$ cat config.mk
export PLATFORM = sky130hd
export DESIGN_NAME = lcd1602_refresh
export DESIGN_NICKNAME = d
export VERILOG_FILES = /design/src/rtl/lcd1602_refresh.sv
export SDC_FILE = /design/constraint.sdc
export NUM_CORES = 1
export LEC_CHECK = 0
export CAP_MARGIN = 15
export CORE_MARGIN = 2
export CORE_UTILIZATION = 39
export DETAILED_ROUTE_END_ITERATION = 8
export PLACE_DENSITY_LB_ADDON = 0.12
export SYNTH_ARGS = -nofsm -noshare
export SYNTH_HDL_FRONTEND = slang
export SYNTH_SLANG_ARGS = --single-unit
$ cat constraint.sdc
create_clock -name CLOCK_50 -period 26.8 [get_ports CLOCK_50]
set_input_delay 8.04 -clock CLOCK_50 [delete_from_list [all_inputs] [get_ports CLOCK_50]]
set_output_delay 8.04 -clock CLOCK_50 [all_outputs]
set_load 0.05 [all_outputs]
$ cat src/rtl/lcd1602_refresh.sv
// ---------------------------------------------------------------------------
// lcd1602_refresh
//
// Drives an HD44780-compatible 16x2 character LCD (8-bit parallel bus,
// write-only). After reset it waits for the panel to power up, runs the
// init command sequence once, then repaints both lines continuously from a
// 32-character buffer. The buffer is copied at the start of every frame so
// that one frame always shows one consistent buffer.
//
// Two cooperating FSMs:
//   - main FSM : PWR_WAIT -> INIT -> {L1_ADDR, L1_CHAR, L2_ADDR, L2_CHAR,
//                FRAME_WAIT} (the frame loop repeats)
//   - bus FSM  : writes one byte as IDLE -> SETUP -> EN_HI -> HOLD -> GAP
//
// Ports:
//   CLOCK_50    in   system clock
//   rst         in   synchronous reset, active-high
//   data_in     in   char k (0..31) = data_in[8k+7:8k]; 0..15 line 1,
//                    16..31 line 2
//   bl_in       in   backlight request
//   LCD_DATA    out  HD44780 data bus
//   LCD_RS      out  0 = command, 1 = character data
//   LCD_RW      out  tied to 0 (write only)
//   LCD_EN      out  enable strobe
//   LCD_ON      out  panel power, high from the first cycle out of reset
//   LCD_BLON    out  backlight, bl_in delayed by one cycle
//   frame_done  out  one-cycle pulse after the last char of line 2 has
//                    finished its gap
// ---------------------------------------------------------------------------
module lcd1602_refresh #(
    parameter int unsigned T_POWERUP = 1000000,
    parameter int unsigned T_SETUP   = 4,
    parameter int unsigned T_EN      = 25,
    parameter int unsigned T_HOLD    = 4,
    parameter int unsigned T_CMD     = 2500,
    parameter int unsigned T_CLEAR   = 100000,
    parameter int unsigned T_FRAME   = 0
) (
    input  logic         CLOCK_50,
    input  logic         rst,
    input  logic [255:0] data_in,
    input  logic         bl_in,
    output logic [7:0]   LCD_DATA,
    output logic         LCD_RS,
    output logic         LCD_RW,
    output logic         LCD_EN,
    output logic         LCD_ON,
    output logic         LCD_BLON,
    output logic         frame_done
);

    // ------------------------------------------------------------------
    // Counter sizing. Every phase that is actually entered lasts at least
    // one cycle; zero-length phases are skipped by the FSMs instead.
    // The strobe itself cannot be zero cycles, so EN_HI is at least 1.
    // ------------------------------------------------------------------
    localparam int unsigned EN_LEN   = (T_EN == 0) ? 1 : T_EN;

    localparam int unsigned MAIN_MAX = (T_POWERUP > T_FRAME) ? T_POWERUP : T_FRAME;
    localparam int          MW       = (MAIN_MAX > 1) ? $clog2(MAIN_MAX) : 1;

    localparam int unsigned BUS_M0   = (T_SETUP > EN_LEN) ? T_SETUP : EN_LEN;
    localparam int unsigned BUS_M1   = (T_HOLD > BUS_M0) ? T_HOLD : BUS_M0;
    localparam int unsigned BUS_M2   = (T_CMD > BUS_M1) ? T_CMD : BUS_M1;
    localparam int unsigned BUS_MAX  = (T_CLEAR > BUS_M2) ? T_CLEAR : BUS_M2;
    localparam int          BW       = (BUS_MAX > 1) ? $clog2(BUS_MAX) : 1;

    // Terminal counts; only consulted when the matching length is non-zero.
    localparam logic [MW-1:0] PWR_LAST   = MW'(T_POWERUP - 1);
    localparam logic [MW-1:0] FRAME_LAST = MW'(T_FRAME - 1);
    localparam logic [BW-1:0] SETUP_LAST = BW'(T_SETUP - 1);
    localparam logic [BW-1:0] EN_LAST    = BW'(EN_LEN - 1);
    localparam logic [BW-1:0] HOLD_LAST  = BW'(T_HOLD - 1);
    localparam logic [BW-1:0] CMD_LAST   = BW'(T_CMD - 1);
    localparam logic [BW-1:0] CLEAR_LAST = BW'(T_CLEAR - 1);

    typedef enum logic [2:0] {
        M_PWR_WAIT,
        M_INIT,
        M_L1_ADDR,
        M_L1_CHAR,
        M_L2_ADDR,
        M_L2_CHAR,
        M_FRAME_WAIT
    } main_state_e;

    typedef enum logic [2:0] {
        B_IDLE,
        B_SETUP,
        B_EN_HI,
        B_HOLD,
        B_GAP
    } bus_state_e;

    localparam bus_state_e B_FIRST = (T_SETUP != 0) ? B_SETUP : B_EN_HI;

    // ------------------------------------------------------------------
    // State
    // ------------------------------------------------------------------
    main_state_e    main_state_q, main_state_d;
    logic [MW-1:0]  main_cnt_q,   main_cnt_d;
    logic [2:0]     init_idx_q,   init_idx_d;
    logic [3:0]     char_idx_q,   char_idx_d;

    bus_state_e     bus_state_q,  bus_state_d,  bus_adv_state;
    logic [BW-1:0]  bus_cnt_q,    bus_cnt_d,    bus_adv_cnt;
    logic           bus_done;

    logic [7:0]     data_q;
    logic           rs_q;
    logic           en_q;
    logic           on_q;
    logic           blon_q;
    logic           frame_done_q, frame_done_d;
    logic [255:0]   frame_q;

    logic           snap;
    logic           issue;
    logic [7:0]     wr_data;
    logic           wr_rs;

    // The gap after a byte depends on whether it was the clear command.
    logic           is_clear;
    logic           gap_zero;
    logic [BW-1:0]  gap_last;

    assign is_clear = !rs_q && (data_q == 8'h01);
    assign gap_zero = is_clear ? (T_CLEAR == 0) : (T_CMD == 0);
    assign gap_last = is_clear ? CLEAR_LAST : CMD_LAST;

    function automatic logic [7:0] init_cmd(input logic [2:0] idx);
        case (idx)
            3'd0, 3'd1, 3'd2: init_cmd = 8'h38;   // 8-bit bus, 2 lines, 5x8
            3'd3:             init_cmd = 8'h0C;   // display on, no cursor
            3'd4:             init_cmd = 8'h01;   // clear
            default:          init_cmd = 8'h06;   // increment, no shift
        endcase
    endfunction

    function automatic logic is_write(input main_state_e s);
        is_write = (s == M_INIT)    || (s == M_L1_ADDR) || (s == M_L1_CHAR) ||
                   (s == M_L2_ADDR) || (s == M_L2_CHAR);
    endfunction

    // ------------------------------------------------------------------
    // Bus FSM: advance through the phases of the byte in flight. bus_done
    // is high in the final cycle of the final non-empty phase so the next
    // byte can start on the very next edge without an IDLE bubble.
    // ------------------------------------------------------------------
    // NOTE: every combinational output gets a default before the case;
    // a path that leaves one unassigned would infer a latch.
    always_comb begin
        bus_adv_state = bus_state_q;
        bus_adv_cnt   = bus_cnt_q + 1'b1;
        bus_done      = 1'b0;
        case (bus_state_q)
            B_IDLE: begin
                bus_adv_cnt = '0;
            end
            B_SETUP: begin
                if (bus_cnt_q == SETUP_LAST) begin
                    bus_adv_state = B_EN_HI;
                    bus_adv_cnt   = '0;
                end
            end
            B_EN_HI: begin
                if (bus_cnt_q == EN_LAST) begin
                    bus_adv_cnt = '0;
                    if (T_HOLD != 0) begin
                        bus_adv_state = B_HOLD;
                    end else if (!gap_zero) begin
                        bus_adv_state = B_GAP;
                    end else begin
                        bus_adv_state = B_IDLE;
                        bus_done      = 1'b1;
                    end
                end
            end
            B_HOLD: begin
                if (bus_cnt_q == HOLD_LAST) begin
                    bus_adv_cnt = '0;
                    if (!gap_zero) begin
                        bus_adv_state = B_GAP;
                    end else begin
                        bus_adv_state = B_IDLE;
                        bus_done      = 1'b1;
                    end
                end
            end
            B_GAP: begin
                if (bus_cnt_q == gap_last) begin
                    bus_adv_state = B_IDLE;
                    bus_adv_cnt   = '0;
                    bus_done      = 1'b1;
                end
            end
            default: begin
                bus_adv_state = B_IDLE;
                bus_adv_cnt   = '0;
            end
        endcase
    end

    // ------------------------------------------------------------------
    // Main FSM next state.
    // ------------------------------------------------------------------
    always_comb begin
        main_state_d = main_state_q;
        main_cnt_d   = main_cnt_q;
        init_idx_d   = init_idx_q;
        char_idx_d   = char_idx_q;
        frame_done_d = 1'b0;
        snap         = 1'b0;
        case (main_state_q)
            M_PWR_WAIT: begin
                if (T_POWERUP == 0 || main_cnt_q == PWR_LAST) begin
                    main_state_d = M_INIT;
                    main_cnt_d   = '0;
                    init_idx_d   = '0;
                end else begin
                    main_cnt_d = main_cnt_q + 1'b1;
                end
            end
            M_INIT: begin
                if (bus_done) begin
                    if (init_idx_q == 3'd5) begin
                        main_state_d = M_L1_ADDR;
                        snap         = 1'b1;
                    end else begin
                        init_idx_d = init_idx_q + 3'd1;
                    end
                end
            end
            M_L1_ADDR: begin
                if (bus_done) begin
                    main_state_d = M_L1_CHAR;
                    char_idx_d   = '0;
                end
            end
            M_L1_CHAR: begin
                if (bus_done) begin
                    char_idx_d = char_idx_q + 4'd1;
                    if (char_idx_q == 4'd15) begin
                        main_state_d = M_L2_ADDR;
                    end
                end
            end
            M_L2_ADDR: begin
                if (bus_done) begin
                    main_state_d = M_L2_CHAR;
                    char_idx_d   = '0;
                end
            end
            M_L2_CHAR: begin
                if (bus_done) begin
                    char_idx_d = char_idx_q + 4'd1;
                    if (char_idx_q == 4'd15) begin
                        frame_done_d = 1'b1;
                        if (T_FRAME == 0) begin
                            main_state_d = M_L1_ADDR;
                            snap         = 1'b1;
                        end else begin
                            main_state_d = M_FRAME_WAIT;
                            main_cnt_d   = '0;
                        end
                    end
                end
            end
            M_FRAME_WAIT: begin
                if (main_cnt_q == FRAME_LAST) begin
                    main_state_d = M_L1_ADDR;
                    main_cnt_d   = '0;
                    snap         = 1'b1;
                end else begin
                    main_cnt_d = main_cnt_q + 1'b1;
                end
            end
            default: begin
                main_state_d = M_PWR_WAIT;
                main_cnt_d   = '0;
            end
        endcase
    end

    // ------------------------------------------------------------------
    // Write request: a byte is launched whenever the main FSM is (or is
    // about to be) in a write state and the bus is free -- either it just
    // finished the previous byte, or the main FSM is arriving from a wait
    // state. The byte is chosen from the *next* main state so it latches
    // on the same edge the main FSM advances.
    // ------------------------------------------------------------------
    always_comb begin
        issue   = is_write(main_state_d) && (bus_done || !is_write(main_state_q));
        wr_data = 8'h00;
        wr_rs   = 1'b0;
        case (main_state_d)
            M_INIT:    wr_data = init_cmd(init_idx_d);
            M_L1_ADDR: wr_data = 8'h80;
            M_L1_CHAR: begin
                wr_data = frame_q[{1'b0, char_idx_d, 3'b000} +: 8];
                wr_rs   = 1'b1;
            end
            M_L2_ADDR: wr_data = 8'hC0;
            M_L2_CHAR: begin
                wr_data = frame_q[{1'b1, char_idx_d, 3'b000} +: 8];
                wr_rs   = 1'b1;
            end
            default: begin
                wr_data = 8'h00;
                wr_rs   = 1'b0;
            end
        endcase

        bus_state_d = issue ? B_FIRST : bus_adv_state;
        bus_cnt_d   = issue ? '0      : bus_adv_cnt;
    end

    // ------------------------------------------------------------------
    // Registers
    // ------------------------------------------------------------------
    // NOTE: clocked state uses non-blocking assignments so every register
    // samples the pre-edge value of every other register.
    always_ff @(posedge CLOCK_50) begin
        if (rst) begin
            main_state_q <= M_PWR_WAIT;
            main_cnt_q   <= '0;
            init_idx_q   <= '0;
            char_idx_q   <= '0;
            bus_state_q  <= B_IDLE;
            bus_cnt_q    <= '0;
            data_q       <= '0;
            rs_q         <= 1'b0;
            en_q         <= 1'b0;
            on_q         <= 1'b0;
            blon_q       <= 1'b0;
            frame_done_q <= 1'b0;
        end else begin
            main_state_q <= main_state_d;
            main_cnt_q   <= main_cnt_d;
            init_idx_q   <= init_idx_d;
            char_idx_q   <= char_idx_d;
            bus_state_q  <= bus_state_d;
            bus_cnt_q    <= bus_cnt_d;
            // RS/DATA only move when a new byte is launched, so they stay
            // put from SETUP entry through HOLD exit.
            if (issue) begin
                data_q <= wr_data;
                rs_q   <= wr_rs;
            end
            // Registered from next state so the strobe is glitch-free.
            en_q         <= (bus_state_d == B_EN_HI);
            on_q         <= 1'b1;
            blon_q       <= bl_in;
            frame_done_q <= frame_done_d;
        end
    end

    // NOTE: the frame copy has no reset; it is always reloaded on entry to
    // L1_ADDR before any character is read from it.
    always_ff @(posedge CLOCK_50) begin
        if (snap) begin
            frame_q <= data_in;
        end
    end

    assign LCD_DATA   = data_q;
    assign LCD_RS     = rs_q;
    assign LCD_RW     = 1'b0;
    assign LCD_EN     = en_q;
    assign LCD_ON     = on_q;
    assign LCD_BLON   = blon_q;
    assign frame_done = frame_done_q;

endmodule

==> impl_metrics.toml, run 1 <==
[power]
p_int_w = 0.000846
pwr-share-seq = 0.511
powerDensity_mw_per_mm2 = 58.7
p_comb_frac = 0.040
switchingPower_w = 0.000202
pwr-share-clk = 0.449
p_total_w = 0.00105
ir_drop_mv = 0.0343
p_leak_nw = 6.85
sw_frac_of_total = 0.193

[timing]
layout_min_cycle_time_ns = 9.81
slew-limit-headroom = 0.215
setup_viol = 0
maxSlewViolCount = 0
hold_viol_final = 0
finalWorstSetupSlack_ns = 16.99
fin_crit_sh = 0.366
rsz0062_at_grt = "false"
tightestPinTransition_ns = 1.18
fin_skew_ns = 0.0174
fmax_mhz = 102
timing.setup.tns_ns = 0

[cts]
holdBufCountCts = 0
clk_latency_ns = 0.52
cts.sinks = 319
cts_tree = "yes"
htree_levels = 2
cts-root-buf = "clkbuf_16"
ctsResizeCount = 0
post_cts_buffers = 0
cts_buffers = 37
max-clock-path-buffers = 3
path_clk_slew_ns = 0.05

[floorplan]
die_area_mm2 = 0.0362
design.portCount = 273
start_util = 0.394
std_cell_rows = 68
core_area_mm2 = 0.0344
die_w_um = 190
fp.dieH_um = 190

[global_route]
grt_antenna_before_repair = 10
grt_usage = 0.191
grt_pass1_wl_um = 52300
grt_max_degree = 92
grt_pass1_vias = 9215
grt.overflow.total = 0

[synth]
synth.avg_cell_area_um2 = 13.1
netlist_instances = 1034
synth-edff-count = 256
synth_largest_area_cell = "edfxtp_1"
synth_cell_types = 63
yosys-top-cells-area = "edfxtp_1 (57%), mux2i_1 (9.7%), dfxtp_1 (9.3%)"
ys_warn_count = 0
synthFlopType = "edfxtp_1"
async_flop_share = 0
ys_seq_area_frac = 0.661
synth_top_area_share = 0.568
ys_ff_latch = 319
syn-num-nets = 1300
synth_area_mm2 = 0.0135

[setup_path]
critPathMaxStageDelay_ns = 0.90
cp.arrival_ns = 1.77
rr_startpoint = "LCD_RS$_SDFFE_PP0P_"
crit_path_max_fanout = 3
critical_path_class = "register to output pin"
worstReg2RegEnd = "LCD_DATA[0]$_SDFFE_PP0P_"
r2r.worst_path.cells = 14
path_depth = 1
reg2reg_setup_slack_ns = 21.55
startpoint_type = "register"
path_buf_inv = 1
crit_chain = "clkdlybuf4s50_1"
required_ns = 18.76
cp_slowest_cell = "clkdlybuf4s50_1"
end_kind = "output pin"
path_delay_family = "buffers and inverters"

[finish]
multiInputGateArea_mm2 = 0.00433
final_common_cell = "clkdlybuf4s50_1"
final_util = 0.520
final_cell_mix = "clkdlybuf4s50_1 (271), edfxtp_1 (256), nand2_1 (148)"
area_growth_syn_to_layout_pct = 32.0
seq_area_mm2 = 0.00895
fin_nets = 1573
drive_above_1_share = 0.0622
fillers = 3041

[drt]
drc = 0
drt-total-wl_um = 34600
dr.first_iter.drc_count = 535
ant_nets = 0
dr.pass1.iters = 5
route.detailed.wl_per_inst_um = 19.3
num_vias = 9175
via_per_inst = 5.11

[placement]
place.gp.congestion = 0.849
dp_worst_setup_slack_ns = 16.87
dp_hpwl_um = 24200
port_buffers = 271

[hold_path]
min_path_type = "register to register"
hp-start = "LCD_RS$_SDFFE_PP0P_"
hold_path_end = "LCD_RS$_SDFFE_PP0P_"
min_path_cells = 2

[job]
maxCapViolations = 0

[status]
status = "complete, no violations"
## tightest hold or removal path, cell delays in order, from the launching register on
cell and delay [ns]:
dfxtp_1 0.32, nand2_1 0.06, a21oi_1 0.05
## state kept, by name (all words and copies together), names as in the netlist, 3 cells and up
register      count
frame_q         256
main_cnt_q       20
bus_cnt_q        17
LCD_DATA          8
char_idx_q        4
bus_state_q       3
init_idx_q        3
main_state_q      3
## synthesized netlist by cell type, types with 4 or more instances
master    instances
or3_1             6
nand3_1          32
buf_4             7
buf_2            25
xor2_1           18
and2_1            6
nand2_1         149
a22o_1            6
o211ai_1          5
clkbuf_1         13
ha_1              7
edfxtp_1        256
o21ai_0          12
a21oi_1          48
nor3_1           10
inv_1             9
o22ai_1           8
nand2b_1          4
a32oi_1          12
nor4_1            7
mux2_2            5
mux2i_1         131
nor2b_1           4
and3_1            8
xnor2_1          13
nor2_1           76
nand4_1          23
dfxtp_1          63
buf_1             4
o21ai_1           5
a32o_1           14
## worst max-delay path by stage
stage                                  start                  endpoint  slack, ns
global route        LCD_DATA[2]$_SDFFE_PP0P_               LCD_DATA[2]      16.94
finish              LCD_DATA[0]$_SDFFE_PP0P_               LCD_DATA[0]      16.99
detailed placement                       rst  LCD_DATA[5]$_SDFFE_PP0P_      16.87
CTS                 LCD_DATA[5]$_SDFFE_PP0P_               LCD_DATA[5]      16.97
floorplan                LCD_RS$_SDFFE_PP0P_      frame_q[0]$_DFFE_PP_       5.37
global placement                         rst  LCD_DATA[5]$_SDFFE_PP0P_      16.92
## through the flow
| step | cells | hold WS [ns] | area [um2] |
|---|---|---|---|
| 2_1_floorplan | 1034 | 0.441 | 13500 |
| 3_3_place_gp | 1722 | 0.457 | 16700 |
| 3_5_place_dp | 1722 | 0.467 | 16700 |
| 4_1_cts | 1789 | 0.476 | 17800 |
| 5_1_grt | 1795 | 0.508 | 17900 |
| 6_report | 1796 | 0.477 | 17900 |
## final cells by class
class / count / area share
clock buffers: 49 / 0.0573
clock inverters: 18 / 0.00616
multi-input cells: 656 / 0.242
inverters: 9 / 0.00189
diodes: 6 / 0.000841
well taps: 455 / 0.0319
flip-flops and latches: 319 / 0.501
repair buffers: 284 / 0.158
## routing by layer
metal	global-route usage	routed length, um	vias to the layer above	part of all wire
met5	0	67	-	0.0019
met4	0.0689	1070	10	0.031
met3	0.0482	2390	71	0.069
met2	0.319	16700	278	0.48
met1	0.239	14300	4386	0.41
li1	-	-	4430	-
## power by group through the flow
stage | clock network [W] | registers, W | logic (W)
3_5_place_dp | 0 | 0.000545 | 0.0000425
5_1_grt | 0.000502 | 0.000535 | 0.0000447
3_3_place_gp | 0 | 0.000545 | 0.0000419
2_1_floorplan | 0 | 0.000546 | 0.00000236
4_1_cts | 0.000484 | 0.000535 | 0.0000426
6_report | 0.000471 | 0.000535 | 0.0000421
## cell families (layout without fill, tap and decap cells)
logic type      after synthesis  in the layout  share of synthesized area
simple gates                347            347                      0.120
flops                       319            319                      0.661
xor+xnor                     31             31                     0.0201
other cells                   1              7                   0.000277
buf+inv                      59            360                     0.0212
compound gates              133            133                     0.0683
fa+ha+maj                     7              7                    0.00647
mux                         137            137                      0.103
Note: power is estimated with default switching activity, not from simulation.
==> run 2, diff against run 1 <==
==> constraint.sdc (replaced) <==
create_clock -name CLOCK_50 -period 8.76 [get_ports CLOCK_50]
set_input_delay 2.628 -clock CLOCK_50 [delete_from_list [all_inputs] [get_ports CLOCK_50]]
set_output_delay 2.628 -clock CLOCK_50 [all_outputs]
set_load 0.05 [all_outputs]
==> run 2 against run 1 <==
Against the previous run:
- core utilization down 0.12 points
- routed wire length grew 2.3%
- first-iteration DRC count decreased by 3.7%
- critical endpoint is now LCD_DATA[2]$_SDFFE_PP0P_
- largest cell class unchanged
- highest routed layer is now met4
==> impl_metrics.toml, run 2 (synthesis results as in run 1) <==
[power]
p_leak_nw = 6.82
powerDensity_mw_per_mm2 = 179
ir_drop_mv = 0.132

[finish]
final_common_cell = "clkdlybuf4s50_1"
multiInputGateArea_mm2 = 0.00433
reg_top3 = "frame_q x256, main_cnt_q x20, bus_cnt_q x17"
drive_above_1_share = 0.0585
final_util = 0.518
regMostFlops = "frame_q"
fin_nets = 1571
fillers = 3001
final_cell_mix = "clkdlybuf4s50_1 (271), edfxtp_1 (256), nand2_1 (148)"
largest_reg_flops = 256
seq_area_mm2 = 0.00895
area_growth_syn_to_layout_pct = 31.6

[global_route]
grt_antenna_before_repair = 10
grt_max_degree = 116
grt_usage = 0.193
grt.overflow.total = 0
grt_pass1_wl_um = 52900
grt_pass1_vias = 9093

[cts]
cts_buffers = 37
cts-root-buf = "clkbuf_16"
max-clock-path-buffers = 3
cts_tree = "yes"
htree_levels = 2
ctsResizeCount = 0
clk_latency_ns = 0.52
cts.sinks = 319
path_clk_slew_ns = 0.06
post_cts_buffers = 0
holdBufCountCts = 0

[drt]
dr.first_iter.drc_count = 515
drc = 0
dr.pass1.iters = 5
via_per_inst = 5.10
num_vias = 9163
drt-total-wl_um = 35400
route.detailed.wl_per_inst_um = 19.7
ant_nets = 0

[setup_path]
startpoint_type = "register"
required_ns = 9.15
reg2reg_setup_slack_ns = 3.77
r2r.worst_path.cells = 13
end_kind = "register"
rr_startpoint = "LCD_RS$_SDFFE_PP0P_"
worstReg2RegEnd = "LCD_DATA[2]$_SDFFE_PP0P_"
cp_slowest_cell = "mux2i_4"
critical_path_class = "register to register"
critPathMaxStageDelay_ns = 0.69
cp.arrival_ns = 5.37
crit_chain = "nor4_1 -> nand4_1 -> mux2i_4 -> nand2_1 -> ha_1 -> a21oi_1 -> mux2i_4 -> buf_12 -> mux2i_1 -> a21oi_1 -> a32oi_1 -> o22ai_1 -> or3_1"
crit_path_max_fanout = 115

[job]
maxCapViolations = 0

[status]
status = "complete, no violations"

[timing]
hold_viol_final = 0
fmax_mhz = 201
fin_skew_ns = 0.0200
timing.hold.ws_ns = 0.473
layout_min_cycle_time_ns = 4.99
rsz0062_at_grt = "false"
slew-limit-headroom = 0.291
setup_viol = 0
fin_crit_sh = 0.569
tightestPinTransition_ns = 1.06
finalWorstSetupSlack_ns = 3.77
maxSlewViolCount = 0
timing.setup.tns_ns = 0

[placement]
dp_hpwl_um = 24700
port_buffers = 271
dp_worst_setup_slack_ns = 3.77
place.gp.congestion = 0.814

[hold_path]
hp-start = "bus_cnt_q[0]$_SDFF_PP0_"
min_path_cells = 1
min_path_type = "register to register"
hold_path_end = "bus_cnt_q[0]$_SDFF_PP0_"

[floorplan]
core_area_mm2 = 0.0344
die_area_mm2 = 0.0362
die_w_um = 190
std_cell_rows = 68
fp.dieH_um = 190
start_util = 0.394
design.portCount = 273
[run 2: critical path, delay by kind of cell, from the launching register on]
kind	cells	cell delay, ns
muxes	3	1.35
DFF	1	0.33
buffers and inverters	1	0.59
and+or+nand+nor	4	1.34
AOI/OAI and AO/OA	4	0.78
adders and majority gates	1	0.30
[run 2: worst max path at each step]
stage	to	cells past startpoint	startpoint	slack, ns
detailed placement	LCD_DATA[2]$_SDFFE_PP0P_	13	LCD_RS$_SDFFE_PP0P_	3.77
global placement	LCD_DATA[2]$_SDFFE_PP0P_	14	LCD_RS$_SDFFE_PP0P_	3.80
global route	LCD_DATA[2]$_SDFFE_PP0P_	14	LCD_RS$_SDFFE_PP0P_	3.44
finish	LCD_DATA[2]$_SDFFE_PP0P_	13	LCD_RS$_SDFFE_PP0P_	3.77
floorplan	frame_q[0]$_DFFE_PP_	5	LCD_RS$_SDFFE_PP0P_	0.30
CTS	LCD_DATA[2]$_SDFFE_PP0P_	13	LCD_RS$_SDFFE_PP0P_	3.70
[run 2: layout make-up]
type	instances	share of cell area
flip-flops and latches	319	0.502
multi-input cells	656	0.243
repair buffers	282	0.158
clock buffers	53	0.0565
well taps	455	0.0320
clock inverters	14	0.00569
inverters	9	0.00190
diodes	8	0.00112
[run 2: per-stage QoR]
step | std cells | cell area (um2) | power [W]
floorplan | 1034 | 13500 | 0.00168
global placement | 1721 | 16700 | 0.00180
detailed placement | 1721 | 16700 | 0.00180
CTS | 1788 | 17800 | 0.00323
global route | 1794 | 17800 | 0.00328
finish | 1796 | 17800 | 0.00318
[run 2: layer usage]
metal  routed length (um)  vias to the layer above  track usage  share of wire
li1                     -                     4429            -              -
met2                17700                      274        0.332           0.50
met1                14900                     4404        0.244           0.42
met5                    0                        -            0              0
met4                  950                        0       0.0692          0.027
met3                 1830                       56       0.0351          0.052
[run 2: where the power goes]
part | leakage (nW) | internal [W] | switching, W
Sequential | 2.81 | 0.00164 | 0.00000156
Combinational | 3.48 | 0.000103 | 0.0000320
Clock | 0.538 | 0.000830 | 0.000582
==> run 3, diff against run 2 <==
==> constraint.sdc (replaced) <==
create_clock -name CLOCK_50 -period 4.7 [get_ports CLOCK_50]
set_input_delay 1.41 -clock CLOCK_50 [delete_from_list [all_inputs] [get_ports CLOCK_50]]
set_output_delay 1.41 -clock CLOCK_50 [all_outputs]
set_load 0.05 [all_outputs]
==> run 3 against run 2 <==
Against the previous run:
- clock power is 100% higher
- clock skew is 0.0029 ns higher
- routed wire length is 1.0% lower
- cell count is 0.39% higher
- via count is 0.32% lower
- maximum frequency is 22% higher
- sequential cell count stayed put
- sequential power is 86% higher
- largest cell class unchanged
- total power is 92% higher
- die area stayed put
- combinational power is 82% higher
==> impl_metrics.toml, run 3 (synthesis results as in run 1) <==
[status]
status = "complete, no violations"

[timing]
fin_skew_ns = 0.0229
fin_crit_sh = 0.869
tightestPinTransition_ns = 0.923
timing.setup.tns_ns = 0
fmax_mhz = 245
setup_viol = 0
rsz0062_at_grt = "false"
hold_viol_final = 0
maxSlewViolCount = 0
layout_min_cycle_time_ns = 4.08
finalWorstSetupSlack_ns = 0.616
slew-limit-headroom = 0.384

[setup_path]
worstReg2RegEnd = "LCD_DATA[2]$_SDFFE_PP0P_"
crit_top_cell = "nand2_1"
cp_slowest_cell = "nor4b_4"
startpoint_type = "register"
critical_path_class = "register to register"
crit_path_max_fanout = 53
crit_chain = "ha_1 -> nand2_1 -> nor4b_4 -> nand2_1 -> ha_1 -> nor2_1 -> a21oi_1 -> mux2i_4 -> buf_12 -> buf_4 -> mux2i_1 -> nand2_1 -> a32oi_1 -> o22ai_1 -> or3_1"
cp-endpoint = "LCD_DATA[2]$_SDFFE_PP0P_"
required_ns = 5.13
rr_startpoint = "bus_cnt_q[0]$_SDFF_PP0_"
crit_start = "bus_cnt_q[0]$_SDFF_PP0_"
reg2reg_setup_slack_ns = 0.62
end_kind = "register"
cp.arrival_ns = 4.51
r2r.worst_path.cells = 15
critPathMaxStageDelay_ns = 0.46

[drt]
route.detailed.wl_per_inst_um = 19.4
dr.pass1.iters = 5
ant_nets = 0
via_per_inst = 5.07
drt-total-wl_um = 35000
drc = 0
num_vias = 9134
dr.first_iter.drc_count = 777

[cts]
ctsResizeCount = 0
cts_tree = "yes"
max-clock-path-buffers = 3
cts-root-buf = "clkbuf_16"
cts.sinks = 319
clk_latency_ns = 0.54
post_cts_buffers = 0
htree_levels = 2
holdBufCountCts = 0
cts_buffers = 37
path_clk_slew_ns = 0.06

[finish]
largest_reg_flops = 256
fin_nets = 1582
area_growth_syn_to_layout_pct = 33.1
final_common_cell = "clkdlybuf4s50_1"
reg_top3 = "frame_q x256, main_cnt_q x20, bus_cnt_q x17"
seq_area_mm2 = 0.00896
multiInputGateArea_mm2 = 0.00433
drive_above_1_share = 0.0797
regMostFlops = "frame_q"
fillers = 2978
final_util = 0.524
final_cell_mix = "clkdlybuf4s50_1 (271), edfxtp_1 (256), nand2_1 (148)"

[power]
p_int_w = 0.00492
ir_drop_mv = 0.245
sw_frac_of_total = 0.195
powerDensity_mw_per_mm2 = 339
p_comb_frac = 0.040
pwr-share-clk = 0.461
pwr-share-seq = 0.499
p_leak_nw = 6.93
switchingPower_w = 0.00119
p_total_w = 0.00611

[floorplan]
fp.dieH_um = 190
core_area_mm2 = 0.0344
die_area_mm2 = 0.0362
die_w_um = 190
design.portCount = 273
std_cell_rows = 68
start_util = 0.394

[global_route]
grt_pass1_wl_um = 52600
grt_antenna_before_repair = 6
grt.overflow.total = 0
grt_max_degree = 146
grt_pass1_vias = 9285
grt_usage = 0.192

[placement]
place.gp.congestion = 0.816
dp_worst_setup_slack_ns = 0.630
port_buffers = 271
dp_hpwl_um = 24900

[hold_path]
min_path_type = "register to register"

[job]
maxCapViolations = 0
==> run 3: metal layers <==
layer	global-route usage	wire length, um
met5	0	13
met3	0.0351	1880
met2	0.323	17400
met1	0.250	14800
met4	0.0659	946
==> run 3: power groups by stage <==
stage	Sequential [W]	Clock, W	Combinational, W
final	0.00305	0.00282	0.000246
after floorplan	0.00311	0	0.0000135
after CTS	0.00305	0.00289	0.000248
after global routing	0.00305	0.00299	0.000260
after detailed placement	0.00311	0	0.000247
after global placement	0.00311	0	0.000246
==> run 3: cell type report <==
type | count | area share
Antenna cell | 6 | 0.000833
Multi-Input combinational cell | 656 | 0.240
Clock inverter | 16 | 0.0100
Tap cell | 455 | 0.0316
Sequential cell | 319 | 0.498
Timing Repair Buffer | 293 | 0.162
Clock buffer | 49 | 0.0560
Inverter | 9 | 0.00187
==> run 3: stage by stage <==
step                      cell area (um2)  hold WS, ns  instances
after floorplan                     13600        0.441       1034
after global placement              16800        0.453       1732
after detailed placement            16800        0.470       1732
after CTS                           18000        0.479       1797
after global routing                18000        0.490       1802
final                               18000        0.478       1803
==> run 3: how the worst min path moves through the flow <==
| stage | start | endpoint | slack (ns) | cells past startpoint |
|---|---|---|---|---|
| after floorplan | bus_cnt_q[0]$_SDFF_PP0_ | bus_cnt_q[0]$_SDFF_PP0_ | 0.44 | 1 |
| after global placement | bus_cnt_q[0]$_SDFF_PP0_ | bus_cnt_q[0]$_SDFF_PP0_ | 0.45 | 1 |
| after detailed placement | LCD_RS$_SDFFE_PP0P_ | LCD_RS$_SDFFE_PP0P_ | 0.47 | 2 |
| after CTS | LCD_RS$_SDFFE_PP0P_ | LCD_RS$_SDFFE_PP0P_ | 0.48 | 2 |
| after global routing | bus_cnt_q[0]$_SDFF_PP0_ | bus_cnt_q[0]$_SDFF_PP0_ | 0.49 | 1 |
| final | LCD_RS$_SDFFE_PP0P_ | LCD_RS$_SDFFE_PP0P_ | 0.48 | 2 |
==> run 3: critical path: cells and delay by family (launching register included) <==
| family | cells | cell delay (ns) |
|---|---|---|
| AO/OA/AOI/OAI | 3 | 0.48 |
| multiplexers | 2 | 0.51 |
| flip-flops | 1 | 0.40 |
| buffers and inverters | 2 | 0.62 |
| AND/OR/NAND/NOR | 6 | 1.35 |
| adder cells (fa/ha/maj) | 2 | 0.56 |
